## config.mk

```make
export PLATFORM = sky130hd
export DESIGN_NAME = bit_serial_adder_ctrl
export DESIGN_NICKNAME = d
export VERILOG_FILES = /design/src/rtl/bit_serial_adder_ctrl.sv
export SDC_FILE = /design/constraint.sdc
export NUM_CORES = 1
export LEC_CHECK = 0
export CORE_ASPECT_RATIO = 1.75
export CORE_UTILIZATION = 30
export DETAILED_ROUTE_END_ITERATION = 8
export SLEW_MARGIN = 20
export SYNTH_ARGS = -nofsm -noshare
export SYNTH_HDL_FRONTEND = slang
export SYNTH_SLANG_ARGS = --single-unit
export TNS_END_PERCENT = 30
```

## constraint.sdc

```tcl
create_clock -name clk -period 3.05 [get_ports clk]
set_input_delay 0.61 -clock clk [delete_from_list [all_inputs] [get_ports clk]]
set_output_delay 0.61 -clock clk [all_outputs]
set_load 0.01 [all_outputs]
```

## src/rtl/bit_serial_adder_ctrl.sv

```systemverilog
// Bit-serial WIDTH-bit adder: one shared full-adder cell and a registered carry, LSB first.
// Latency: done pulses WIDTH edges after the start is accepted; one add per WIDTH+1 cycles.
// Backpressure: none; start is only sampled in IDLE or DONE and dropped while busy.

module bit_serial_adder_ctrl_ha (
    input  logic x,
    input  logic y,
    output logic s,
    output logic c
);
    assign s = x ^ y;
    assign c = x & y;
endmodule

module bit_serial_adder_ctrl #(
    parameter int WIDTH = 8
) (
    input  logic             clk,
    input  logic             rst,
    input  logic             start,
    input  logic [WIDTH-1:0] a,
    input  logic [WIDTH-1:0] b,
    input  logic             cin,
    output logic             busy,
    output logic             done,
    output logic [WIDTH-1:0] sum,
    output logic             cout
);
    localparam int CNT_W = $clog2(WIDTH + 1);
    localparam logic [CNT_W-1:0] LAST = CNT_W'(WIDTH - 1);

    localparam logic [1:0] IDLE  = 2'd0;
    localparam logic [1:0] SHIFT = 2'd1;
    localparam logic [1:0] DONE  = 2'd2;

    logic [1:0]       state;
    logic [WIDTH-1:0] a_sr;
    logic [WIDTH-1:0] b_sr;
    logic             carry;
    logic [CNT_W-1:0] cnt;

    logic ha0_s, ha0_c, ha1_s, ha1_c;
    logic bit_s, bit_c;

    bit_serial_adder_ctrl_ha u_ha0 (.x(a_sr[0]), .y(b_sr[0]), .s(ha0_s), .c(ha0_c));
    bit_serial_adder_ctrl_ha u_ha1 (.x(ha0_s),   .y(carry),   .s(ha1_s), .c(ha1_c));

    assign bit_s = ha1_s;
    assign bit_c = ha0_c | ha1_c;

    // a_sr doubles as the result register: sum bits enter at the MSB as operand bits leave the LSB.
    always_ff @(posedge clk) begin
        if (rst) begin
            state <= IDLE;
            a_sr  <= '0;
            b_sr  <= '0;
            carry <= 1'b0;
            cnt   <= '0;
            busy  <= 1'b0;
            done  <= 1'b0;
            sum   <= '0;
            cout  <= 1'b0;
        end else begin
            case (state)
                IDLE, DONE: begin
                    done <= 1'b0;
                    if (start) begin
                        a_sr  <= a;
                        b_sr  <= b;
                        carry <= cin;
                        cnt   <= '0;
                        busy  <= 1'b1;
                        state <= SHIFT;
                    end else begin
                        busy  <= 1'b0;
                        state <= IDLE;
                    end
                end
                SHIFT: begin
                    a_sr  <= {bit_s, a_sr[WIDTH-1:1]};
                    b_sr  <= {1'b0, b_sr[WIDTH-1:1]};
                    carry <= bit_c;
                    cnt   <= cnt + 1'b1;
                    if (cnt == LAST) begin
                        sum   <= {bit_s, a_sr[WIDTH-1:1]};
                        cout  <= bit_c;
                        busy  <= 1'b0;
                        done  <= 1'b1;
                        state <= DONE;
                    end
                end
                default: begin
                    busy  <= 1'b0;
                    done  <= 1'b0;
                    state <= IDLE;
                end
            endcase
        end
    end
endmodule
```

==> run summary <==
The flow ran to the end, and the final reports show no timing, DRC or antenna violations. Port buffer count: 30. In this run, the clock network consumes 35.9% of the power. Number of vias per cell after detailed routing: 5.13.

The CTS H-tree depth is 2, and the number of synthesized flops with an enable pin is 0. The clock arrives with 0.00457 ns of skew. The worst setup path is captured at a register. The final setup TNS was 0 ns. The tightest min-delay check is of the reg2reg type.

The power density over cell area works out to 493 mW/mm². The number of antenna diodes in the final layout is 0. Across the run, the number of max-cap violations was 0. On the critical path, the stage with the largest delay is an instance of clkdlybuf4s50_1. The hold buffer count at CTS is 0.

The signal on the critical path passes through clkdlybuf4s50_1 > buf_4 > nand2b_1 > mux2i_1. Of the cells placed in the final design, the portion with a size suffix greater than 1 is 7.34%. Once routing completed, OpenROAD measured the worst setup slack at 1.10 ns. Measured along the y axis, the die boundary spans 92.9 µm. Synthesis handed over a netlist of 150 instances. In this run the clock root is driven by a clkbuf_8. In the final routed layout, each cell accounts on average for 13.5 µm. Each instance of the synthesized netlist takes up on average 9.44 µm². The share of the cycle needed by the critical path after routing is 64.0%, and the horizontal die dimension is 53.9 µm.

The quantity of gates resized following cts was 0; the worst ir drop on vdd was 0.000387 V. The run gives 26 as the number of distinct library cells after synthesis. STA classifies the critical path startpoint as an input pin. The critical path is of the in2reg type.

When the netlist entered floorplanning its net count stood at 172. The HPWL reported at the end of detailed placement was 2030 µm. The maximum cell stage delay along the critical path is 0.95 ns, and the arrival time of data at the critical path endpoint is 2.12 ns. In this run the register-to-register setup slack is 1.33 ns.

The longest clock path from root to sink contains 2 buffers. For this run, the share of the core covered by cells in the final layout is 40.5%. Following the worst setup path forward leads to its endpoint at cout. The final setup violation count was 0; the internal power was 662 µW. The startpoint identified for the worst register-to-register timing path is state[0]. The start point of the critical path is rst. The number of placed instances, taps included, is 220. In this run the count of I/O pins placed on the die edge is 31.

The main flop type after synthesis is dfxtp_1. Leaving out filler cells and counting taps, the final layout contains 228. Net switching is 26.1% of the power. During synthesis, Yosys emitted a total of 0 warnings. Post-CTS setup-driven buffer insertion count: 0. The first routing iteration left 30 violations.

The worst path in the final design needs a cycle of 1.95 ns, including I/O delays and setup. The run gives 0 as the total global routing overflow. Entering global routing, the biggest net connects 27 pins. Number of antenna violations at the first check in global routing: 0. The tools report the floorplan die area as 0.00501 mm².

Clock-pin slew was measured on the worst setup and hold paths at 0.07 ns. The largest fanout on the critical path is 26. The starting density of the core is 31.6%, and the number of failing hold endpoints at the final stage is 0. Buffers inserted during clock tree synthesis total 5. The combinational share of power is 12.4%, and the later-pin clock latency in the skew report is 0.29 ns.

For the leakage component of the power, the log shows 0.601 nW. Row generation in the floorplan step produced 32 rows. The via count of the first global-routing pass came out at 1120.

The share of async-settable or async-resettable flops after synthesis was 0%. The core outline area came out at 0.00448 mm². TritonCTS built the clock tree. The detailed-routing iteration count for the pre-antenna-repair pass was 4. Sequential cells burn 51.7% of the power. STA puts the critical path data required time at 3.21 ns. Flip-flop and latch count after synthesis: 33.

The top cell types in the final layout, fill and taps aside, are 33 x dfxtp_1, 30 x clkdlybuf4s50_1, 21 x a21oi_1, 21 x nand2b_1, 19 x nand3_1. The number of nets with antenna violations after routing came out at 0. After synthesis, flip-flops and latches occupy 46.6% of the total area.

The run gives 233 µW as the switching power. In the global route stage, overall resource usage came out at 13.7%. Setup repair after global routing left no endpoint under its margin. The number of cells on the worst reg-to-reg path is 3.

After synthesis the cells add up to 0.00142 mm². The number of DRC violations after detailed routing came out at 0. Leaving out fill and tap cells, the most frequent cell in the layout is dfxtp_1. The tools report the end of the worst register-to-register path as cout.

The area growth from synthesis to layout is 28.3%. The run gives 512 MHz as the timing-limited maximum frequency. The layout net count is 198, and the transition at the pin with the smallest max-transition slack is 0.932 ns. After detailed routing, the total wire length is 3070 µm. The global-route wire length before repair came out at 4910 µm.

For the relative max-transition margin, the log shows 37.9%. The clock drives 33 sinks. For the final max-slew violation count, the log shows 0.

At the end of routability-driven placement, the weighted congestion stood at 0.687. The pre-CTS setup slack was 0.797 ns. The routed layout has 1170 vias.
## area by class of cell
type                            count  area [µm²]
Inverter                            1        3.75
Sequential cell                    33         661
Fill cell                         482        2670
Clock buffer                        5        68.8
Multi-Input combinational cell    103         687
Tap cell                           51        63.8
Timing Repair Buffer               32         315
Clock inverter                      3        17.5
## flip-flops by register name (all words and copies together), names as in the netlist
register	count
a_sr	8
b_sr	8
carry	1
cnt	4
cout	1
done	1
state	2
sum	8
## synth_stat cells, types with 2 or more instances
| cell | number | area share, % |
|---|---|---|
| nand3_1 | 19 | 6.7 |
| nand2_1 | 2 | 0.53 |
| buf_2 | 7 | 2.5 |
| clkbuf_1 | 2 | 0.53 |
| dfxtp_1 | 33 | 47 |
| buf_4 | 2 | 1.1 |
| buf_1 | 2 | 0.53 |
| a22oi_1 | 16 | 8.5 |
| mux2i_1 | 9 | 6.4 |
| nor2_1 | 2 | 0.53 |
| a21oi_1 | 21 | 7.4 |
| nand2b_1 | 21 | 9.3 |
## metrics by stage
| step | total power [mW] | area [µm²] | hold slack [ns] |
|---|---|---|---|
| 2_1_floorplan | 0.543 | 1420 | 0.448 |
| 3_3_place_gp | 0.581 | 1730 | 0.449 |
| 3_5_place_dp | 0.584 | 1730 | 0.459 |
| 4_1_cts | 0.903 | 1820 | 0.473 |
| 5_1_grt | 0.931 | 1820 | 0.496 |
| 6_report | 0.895 | 1820 | 0.466 |
## worst max-delay path: cells and delay by family
kind | cells | cell delay [ns]
simple gates | 1 | 0.13
buf+inv | 2 | 1.30
mux | 1 | 0.06
## how the worst min path moves through the flow
stage,startpoint,to,slack (ns),cells after the start
after floorplan,b_sr[1],b_sr[1],0.45,2
after global placement,done,done,0.45,2
after detailed placement,done,done,0.46,2
after CTS,done,done,0.47,2
after global routing,b_sr[1],b_sr[1],0.50,2
final,done,done,0.47,2
## routing by layer
metal  global-route usage (%)  wire length, µm  up-vias
met5                        0                0        -
met4                     9.21               87        0
met3                     3.45              126        6
met2                     22.8             1610       24
met1                     14.1             1250      558
li1                         -                -      582
## power groups by stage
stage,combinational (mW),sequential (mW),clock (mW)
2_1_floorplan,0.0731,0.470,0
3_3_place_gp,0.109,0.472,0
3_5_place_dp,0.112,0.472,0
4_1_cts,0.112,0.463,0.328
5_1_grt,0.121,0.464,0.345
6_report,0.111,0.463,0.321
## cells by family (layout without fill, tap and decap cells)
| logic type | after synthesis | in the layout | share of synthesized area [%] |
|---|---|---|---|
| compound gates | 39 | 39 | 17.3 |
| fa+ha+maj | 2 | 2 | 2.30 |
| buf+inv | 14 | 41 | 4.86 |
| flops | 33 | 33 | 46.6 |
| mux | 11 | 11 | 8.22 |
| simple gates | 51 | 51 | 20.7 |
(Power assumes the default switching activity.)
